--- src/rtl/vram_arbiter.sv ---
// ============================================================================
// Module  : vram_arbiter
// Brief   : Arbitrates CPU and display-refresh pixel access to a 12-bit SRAM;
//           each 24-bit pixel occupies two consecutive SRAM words.
// Revision: 1.0 - initial release
// ============================================================================
`default_nettype none

module vram_arbiter #(
    parameter int STROBE = 2
) (
    input  logic        clk,
    input  logic        rst_n,
    input  logic        cpu_req,
    input  logic        cpu_we,
    input  logic [18:0] cpu_addr,
    input  logic [23:0] cpu_wdata,
    output logic        cpu_ack,
    output logic [23:0] cpu_rdata,
    input  logic        dsp_req,
    input  logic [18:0] dsp_addr,
    output logic        dsp_ack,
    output logic [23:0] dsp_rdata,
    output logic [19:0] sram_a,
    output logic        sram_csb,
    output logic        sram_oeb,
    output logic        sram_web,
    input  logic [11:0] sram_d_in,
    output logic [11:0] sram_d_out,
    output logic        sram_d_oe,
    output logic        busy
);

    typedef enum logic [2:0] {
        IDLE  = 3'd0,
        RD_HI = 3'd1,
        RD_LO = 3'd2,
        WS_HI = 3'd3,
        WP_HI = 3'd4,
        WS_LO = 3'd5,
        WP_LO = 3'd6,
        DONE  = 3'd7
    } state_t;

    localparam logic [3:0] PH_LAST = 4'(STROBE - 1);

    state_t      state_q, state_d;
    logic [3:0]  phase_q, phase_d;
    logic [2:0]  starve_q, starve_d;
    logic        owner_cpu_q, owner_cpu_d;
    logic [11:0] rhi_q, rhi_d;
    logic [11:0] wlo_q, wlo_d;
    logic [19:0] sram_a_q, sram_a_d;
    logic [11:0] d_out_q, d_out_d;
    logic [23:0] cpu_rdata_q, cpu_rdata_d;
    logic [23:0] dsp_rdata_q, dsp_rdata_d;
    logic        cpu_ack_q, cpu_ack_d;
    logic        dsp_ack_q, dsp_ack_d;
    logic        csb_q, csb_d;
    logic        oeb_q, oeb_d;
    logic        web_q, web_d;
    logic        d_oe_q, d_oe_d;
    logic        busy_q, busy_d;
    logic        grant_cpu, grant_dsp;

    // CPU wins a contended IDLE only after being passed over four times
    assign grant_cpu = cpu_req && (!dsp_req || (starve_q == 3'd4));
    assign grant_dsp = dsp_req && !grant_cpu;

    always_comb begin
        state_d     = state_q;
        phase_d     = phase_q;
        starve_d    = starve_q;
        owner_cpu_d = owner_cpu_q;
        rhi_d       = rhi_q;
        wlo_d       = wlo_q;
        sram_a_d    = sram_a_q;
        d_out_d     = d_out_q;
        cpu_rdata_d = cpu_rdata_q;
        dsp_rdata_d = dsp_rdata_q;
        cpu_ack_d   = 1'b0;
        dsp_ack_d   = 1'b0;

        case (state_q)
            IDLE: begin
                phase_d = 4'd0;
                if (!cpu_req) starve_d = 3'd0;
                if (grant_cpu) begin
                    starve_d    = 3'd0;
                    owner_cpu_d = 1'b1;
                    sram_a_d    = {cpu_addr, 1'b0};
                    if (cpu_we) begin
                        state_d = WS_HI;
                        d_out_d = cpu_wdata[23:12];
                        wlo_d   = cpu_wdata[11:0];
                    end else begin
                        state_d = RD_HI;
                    end
                end else if (grant_dsp) begin
                    if (cpu_req) starve_d = starve_q + 3'd1;
                    owner_cpu_d = 1'b0;
                    sram_a_d    = {dsp_addr, 1'b0};
                    state_d     = RD_HI;
                end
            end
            DONE: begin
                phase_d = 4'd0;
                state_d = IDLE;
            end
            default: begin
                if (phase_q != PH_LAST) begin
                    phase_d = phase_q + 4'd1;
                end else begin
                    phase_d = 4'd0;
                    case (state_q)
                        RD_HI: begin
                            rhi_d       = sram_d_in;
                            sram_a_d[0] = 1'b1;
                            state_d     = RD_LO;
                        end
                        RD_LO: begin
                            state_d = DONE;
                            if (owner_cpu_q) begin
                                cpu_rdata_d = {rhi_q, sram_d_in};
                                cpu_ack_d   = 1'b1;
                            end else begin
                                dsp_rdata_d = {rhi_q, sram_d_in};
                                dsp_ack_d   = 1'b1;
                            end
                        end
                        WS_HI: state_d = WP_HI;
                        WP_HI: begin
                            sram_a_d[0] = 1'b1;
                            d_out_d     = wlo_q;
                            state_d     = WS_LO;
                        end
                        WS_LO: state_d = WP_LO;
                        WP_LO: begin
                            state_d   = DONE;
                            cpu_ack_d = 1'b1;
                        end
                        default: state_d = IDLE;
                    endcase
                end
            end
        endcase

        // Strobes follow the next state so they are registered and glitch-free
        csb_d  = (state_d == IDLE) || (state_d == DONE);
        oeb_d  = !((state_d == RD_HI) || (state_d == RD_LO));
        web_d  = !((state_d == WP_HI) || (state_d == WP_LO));
        d_oe_d = (state_d == WS_HI) || (state_d == WP_HI) ||
                 (state_d == WS_LO) || (state_d == WP_LO);
        busy_d = (state_d != IDLE);
    end

    always_ff @(posedge clk or negedge rst_n) begin
        if (!rst_n) begin
            state_q     <= IDLE;
            phase_q     <= 4'd0;
            starve_q    <= 3'd0;
            owner_cpu_q <= 1'b0;
            rhi_q       <= 12'd0;
            wlo_q       <= 12'd0;
            sram_a_q    <= 20'd0;
            d_out_q     <= 12'd0;
            cpu_rdata_q <= 24'd0;
            dsp_rdata_q <= 24'd0;
            cpu_ack_q   <= 1'b0;
            dsp_ack_q   <= 1'b0;
            csb_q       <= 1'b1;
            oeb_q       <= 1'b1;
            web_q       <= 1'b1;
            d_oe_q      <= 1'b0;
            busy_q      <= 1'b0;
        end else begin
            state_q     <= state_d;
            phase_q     <= phase_d;
            starve_q    <= starve_d;
            owner_cpu_q <= owner_cpu_d;
            rhi_q       <= rhi_d;
            wlo_q       <= wlo_d;
            sram_a_q    <= sram_a_d;
            d_out_q     <= d_out_d;
            cpu_rdata_q <= cpu_rdata_d;
            dsp_rdata_q <= dsp_rdata_d;
            cpu_ack_q   <= cpu_ack_d;
            dsp_ack_q   <= dsp_ack_d;
            csb_q       <= csb_d;
            oeb_q       <= oeb_d;
            web_q       <= web_d;
            d_oe_q      <= d_oe_d;
            busy_q      <= busy_d;
        end
    end

    assign cpu_ack    = cpu_ack_q;
    assign dsp_ack    = dsp_ack_q;
    assign cpu_rdata  = cpu_rdata_q;
    assign dsp_rdata  = dsp_rdata_q;
    assign sram_a     = sram_a_q;
    assign sram_d_out = d_out_q;
    assign sram_csb   = csb_q;
    assign sram_oeb   = oeb_q;
    assign sram_web   = web_q;
    assign sram_d_oe  = d_oe_q;
    assign busy       = busy_q;

endmodule

`default_nettype wire

--- config.mk ---
export PLATFORM = sky130hd
export DESIGN_NAME = vram_arbiter
export DESIGN_NICKNAME = d
export VERILOG_FILES = /design/src/rtl/vram_arbiter.sv
export SDC_FILE = /design/constraint.sdc
export NUM_CORES = 1
export LEC_CHECK = 0
export CORE_MARGIN = 2
export CORE_UTILIZATION = 47
export CTS_BUF_LIST = sky130_fd_sc_hd__clkbuf_16
export DETAILED_ROUTE_END_ITERATION = 7
export PLACE_DENSITY = 0.79
export SLEW_MARGIN = 20
export SYNTH_ARGS = -nofsm -noshare
export SYNTH_HDL_FRONTEND = slang
export SYNTH_SLANG_ARGS = --single-unit
export TNS_END_PERCENT = 1
--- constraint.sdc ---
create_clock -name clk -period 2.4 [get_ports clk]
set_input_delay 0.6 -clock clk [delete_from_list [all_inputs] [get_ports clk]]
set_output_delay 0.6 -clock clk [all_outputs]
set_load 0.02 [all_outputs]
==> Word-level counts from Yosys, hierarchy flattened <==
Index checks and enable logic that the tools add are counted.
{ "totals": {"register_bits": 122, "in_bits": 79, "wordCells": 105} }
{ "classes": {"n_eq_ne": 20, "n_bitwise": 4, "n_addsub": 2, "mux": 32, "reduce_logical": 29} }
{ "op_table": {"columns": ["operator", "count"], "rows": [
  ["2-to-1 mux 12 bit", 4],
  ["2-to-1 mux 20 bit", 2],
  ["== test 3 bit (second input constant)", 9],
  ["case mux 12 bit (2 select lines)", 1],
  ["2-to-1 mux 3 bit", 7],
  ["case mux 3 bit (5 select lines)", 1],
  ["== test 3 x 2 -> 1 bit (second input constant)", 4],
  ["AND reduction 4 bit", 3],
  ["2-to-1 mux 1 bit", 11],
  ["2-to-1 mux 4 bit", 2],
  ["logical OR 1 bit", 7],
  ["== test 3 x 1 -> 1 bit (second input constant)", 2],
  ["logical NOT 3 bit", 2],
  ["case mux 3 bit (2 select lines)", 1],
  ["AND reduction 3 bit", 2],
  ["nonzero test 2 bit", 3],
  ["OR reduction 2 bit", 3],
  ["AND reduction 5 bit", 1],
  ["adder 4 x 1 -> 4 bit (second input constant)", 1],
  ["logical NOT 1 bit", 4],
  ["!= test 2 bit (second input constant)", 2],
  ["!= test 4 x 1 -> 1 bit (second input constant)", 1],
  ["NOT 1 bit", 4],
  ["case mux 1 bit (2 select lines)", 2],
  ["7 further kinds", 8]
]} }

==> Depth between registers and ports, before layout <==
{ "logic_depth": {"word_depth": 12, "mapped_depth": 7} }

==> Worst setup path after synthesis <==
Ideal clock, no wire load.
{ "synth_path": {"path_type": "register to register", "start": "register state_q[0]", "end": "register wlo_q[10]", "slack_ns": 0.373, "stages_incl_launch_ff": 8, "synth_period_minus_slack_ns": 2.027, "arrival_time_ns": 1.902, "t_required_ns": 2.275, "setup_ns": 0.125, "cell_sequence": "dfrtp_1 -> buf_6 -> or3_1 -> clkbuf_2 -> or3_1 -> buf_6 -> buf_12 -> mux2_4"} }
{ "synth_via": {"elab_chain_cells": 2} }
{ "synth_lines": {"columns": ["item", "line", "text"], "rows": [
  ["start, declared", "47", "state_t state_q, state_d;"],
  ["start signal, assigned", "177", "state_q <= state_d;"],
  ["logical NOT 3 bit", "84", "case (state_q)"],
  ["AND reduction 3 bit (no source line)", null, null],
  ["end signal, assigned", "182", "wlo_q <= wlo_d;"],
  ["end, declared", "52", "logic [11:0] wlo_q, wlo_d;"]
]} }
Every way passes these cells.
A chain may end at the register's enable or synchronous reset.

==> Worst setup path after layout <==
{ "layout_path": {"start": "register oeb_q (netlist: sram_oeb)", "end": "output port sram_oeb"} }
{ "layout_lines": {"columns": ["item", "line", "text"], "rows": [
  ["start, declared", "60", "logic oeb_q, oeb_d;"],
  ["start signal, assigned", "172", "oeb_q <= 1'b1;"],
  ["start signal, assigned", "190", "oeb_q <= oeb_d;"],
  ["end, declared", "26", "output logic sram_oeb,"]
]} }
No word-level cell between the ends.

==> flow_metrics.tcl <==
set metrics [dict create \
    clock_skew_ns 0.01034 \
    syn_avg_cell_area_um2 12.11 \
    root_buffer "clkbuf_16" \
    grt_pass1_wl_um 20070 \
    yosys_warnings 0 \
    crit_family "buffers and inverters" \
    gp_congestion 0.8015 \
    worst-setup-path-type "register to primary output" \
    overflow 0 \
    r2r_start "state_q[0]" \
    dieHeight_um 110.1 \
    ctsHtreeMaxLevel 4 \
    hold_viol 0 \
    grt_pass1_vias 4126 \
    place_hpwl_um 8725 \
    place_inst 722 \
    critPathMaxFanout 1 \
    synth_seq_area_share_pct 57.77 \
    fin_crit_sh_pct 88.80 \
    yosysTopAreaCellShare_pct 56.28 \
    async_flop_share_pct 100.0 \
    synth_top_area_cell "dfrtp_1" \
    cp_num_buf_inv 1 \
    cts_setup_buffers 0 \
    drt_iter0_markers 292 \
    power.net_switching_w 0.003936 \
    powerDensity_nw_per_um2 1437 \
    yosys-top-cells-count "dfrtp_1, mux2_2, a21oi_1, clkbuf_1, o21ai_0" \
    drv_slew 0 \
    routedWlPerCell_um 16.53 \
    row_count 38 \
    seq_power_share_pct 32.9 \
    dr.pass1.iters 4 \
    start_kind "register" \
    fin_hold_ws_ns 0.06492 \
    cp_cell_sequence "clkdlybuf4s50_1" \
    hold_buffers 0 \
    synth_edf_count 0 \
    synth.distinct_cells 42 \
    p_int_w 0.007155 \
    path_clk_slew_ns 0.06 \
    stdcell_count 754 \
    cts_buffers 17 \
    synth_area_leaders "dfrtp_1, mux2_2, a21oi_1, a31oi_1, o21ai_0" \
    yosysMostFrequentCell "dfrtp_1" \
    pwr-share-comb_pct 43.5 \
    clock_power_share_pct 23.5 \
    ctsResizeCount 0 \
    nets 684 \
    die_x_um 110.1 \
    crit_slowest_cell "clkdlybuf4s50_1" \
    syn-num-nets 520 \
    clk_latency_ns 0.40 \
    antenna_cells 0 \
    tightestPinTransition_ns 0.5176 \
    endpoint_kind "primary output" \
    ios 166 \
    port_buffers 165 \
    ant_nets 0 \
    max_slew_margin_pct 65.45 \
    finalSetupViolCount 0 \
    rr_worst_depth 4 \
    status "completed" \
    finalCriticalPeriod_ns 2.131 \
    synthCells 437 \
    areaGrowthSynthToFinish_pct 45.90 \
    core_um2 10940 \
    post-route-util_pct 70.60 \
    route.detailed.drc 0 \
    peakVddDrop_mv 0.8617 \
    grt_max_degree 74 \
    vias 4081 \
    crit_required_ns 1.80 \
    switching_share_pct 35.49 \
    clock_sinks 122 \
    dieArea_um2 12120 \
    drive_gt1_share_pct 21.34 \
    finalSetupTns_ns 0 \
    start_util_pct 48.39 \
    grt_antenna_before_repair 0 \
    rsz0062_at_grt "no" \
    fmax_ghz 0.4692 \
    leakagePower_nw 3.264 \
    r2r_slack_ns 0.47 \
    rr_endpoint "wlo_q[6]" \
    worstHoldPathType "primary input to asynchronous set/reset pin" \
    syn_area_um2 5291 \
    crit_arrival_ns 1.53 \
    grt.total_usage_pct 21.38 \
    cts_tree "built" \
    ys_seq_elements 122 \
    avgViaCountPerCell 5.412 \
    critPathMaxStageDelay_ns 0.60 \
    ys.flop_type "dfrtp_1" \
    clockBufferDepth 2 \
    cap_violations 0 \
    wl_um 12460 \
]
## metal layers
| metal | vias up | wire length (um) | global-route usage (%) | part of all wire (%) |
|---|---|---|---|---|
| li1 | 1924 | - | - | - |
| met3 | 8 | 979 | 5.879 | 7.9 |
| met2 | 164 | 6054 | 34.88 | 49 |
| met1 | 1985 | 5355 | 28.20 | 43 |
| met4 | 0 | 71 | 5.893 | 0.57 |
| met5 | - | 0 | 0 | 0 |
## cell type report
cell class                      count  area, um^2
Clock buffer                       17       425.4
Timing Repair Buffer              182        1802
Fill cell                         772        3216
Multi-Input combinational cell    270        2042
Clock inverter                     15       188.9
Sequential cell                   122        3057
Inverter                            8       30.03
Tap cell                          140       175.2
## metrics by stage
step	setup slack (ns)	instance area [um^2]	total power [W]
after floorplan	0.3729	5291	0.006339
after global placement	0.1216	7106	0.008344
final	0.2689	7720	0.01109
after global routing	0.2343	7720	0.01174
after detailed placement	0.07202	7106	0.008523
after CTS	0.2298	7720	0.01118
## power by group through the flow
stage | Combinational, W | Sequential [W] | Clock, W
after global placement | 0.00472 | 0.00363 | 0
after CTS | 0.00487 | 0.00366 | 0.00266
after detailed placement | 0.00485 | 0.00367 | 0
after global routing | 0.00521 | 0.00377 | 0.00277
final | 0.00483 | 0.00365 | 0.00261
after floorplan | 0.00191 | 0.00443 | 0
## registers in the layout, indices dropped and copies added, names as in the netlist, 3 cells and up
name / count
phase_q: 4
dsp_rdata: 24
state_q: 3
starve_q: 3
wlo_q: 12
sram_a: 20
cpu_rdata: 24
sram_d_out: 12
rhi_q: 12
## cell usage in the layout (no fill, tap or decap), types with 13 or more instances in the layout
| master | netlist | layout |
|---|---|---|
| a21oi_1 | 34 | 34 |
| a22oi_1 | 13 | 13 |
| a31oi_1 | 22 | 22 |
| buf_4 | 0 | 16 |
| clkbuf_16 | 0 | 17 |
| clkdlybuf4s50_1 | 0 | 164 |
| dfrtp_1 | 119 | 119 |
| mux2_2 | 64 | 64 |
| nand3_1 | 24 | 24 |
| nor2b_1 | 15 | 15 |
| o21ai_0 | 25 | 25 |
## how the worst max path moves through the flow
stage / startpoint / slack, ns / to / cells after the start
after floorplan: state_q[0] / 0.37 / wlo_q[10] / 7
after global placement: dsp_req / 0.12 / wlo_q[9] / 5
after detailed placement: dsp_req / 0.07 / wlo_q[6] / 5
after CTS: sram_oeb / 0.23 / sram_oeb / 1
after global routing: sram_csb / 0.23 / sram_csb / 1
final: sram_oeb / 0.27 / sram_oeb / 1
## worst register-to-register path, cell delays in order (launching register included)
cell,delay [ns]
dfrtp_1,0.37
or3_1,0.49
or3_1,0.46
buf_12,0.19
mux2_4,0.30
## cell families after synthesis
| logic type | count (synthesis) | share of synthesized area [%] |
|---|---|---|
| DFF | 122 | 57.77 |
| AOI/OAI and AO/OA | 118 | 13.53 |
| muxes | 72 | 15.89 |
| and+or+nand+nor | 72 | 7.378 |
| buffers and inverters | 45 | 3.831 |
| xor gates and xnor gates | 4 | 0.6622 |
| adders and majority gates | 4 | 0.9459 |
(Power assumes the default switching activity.)
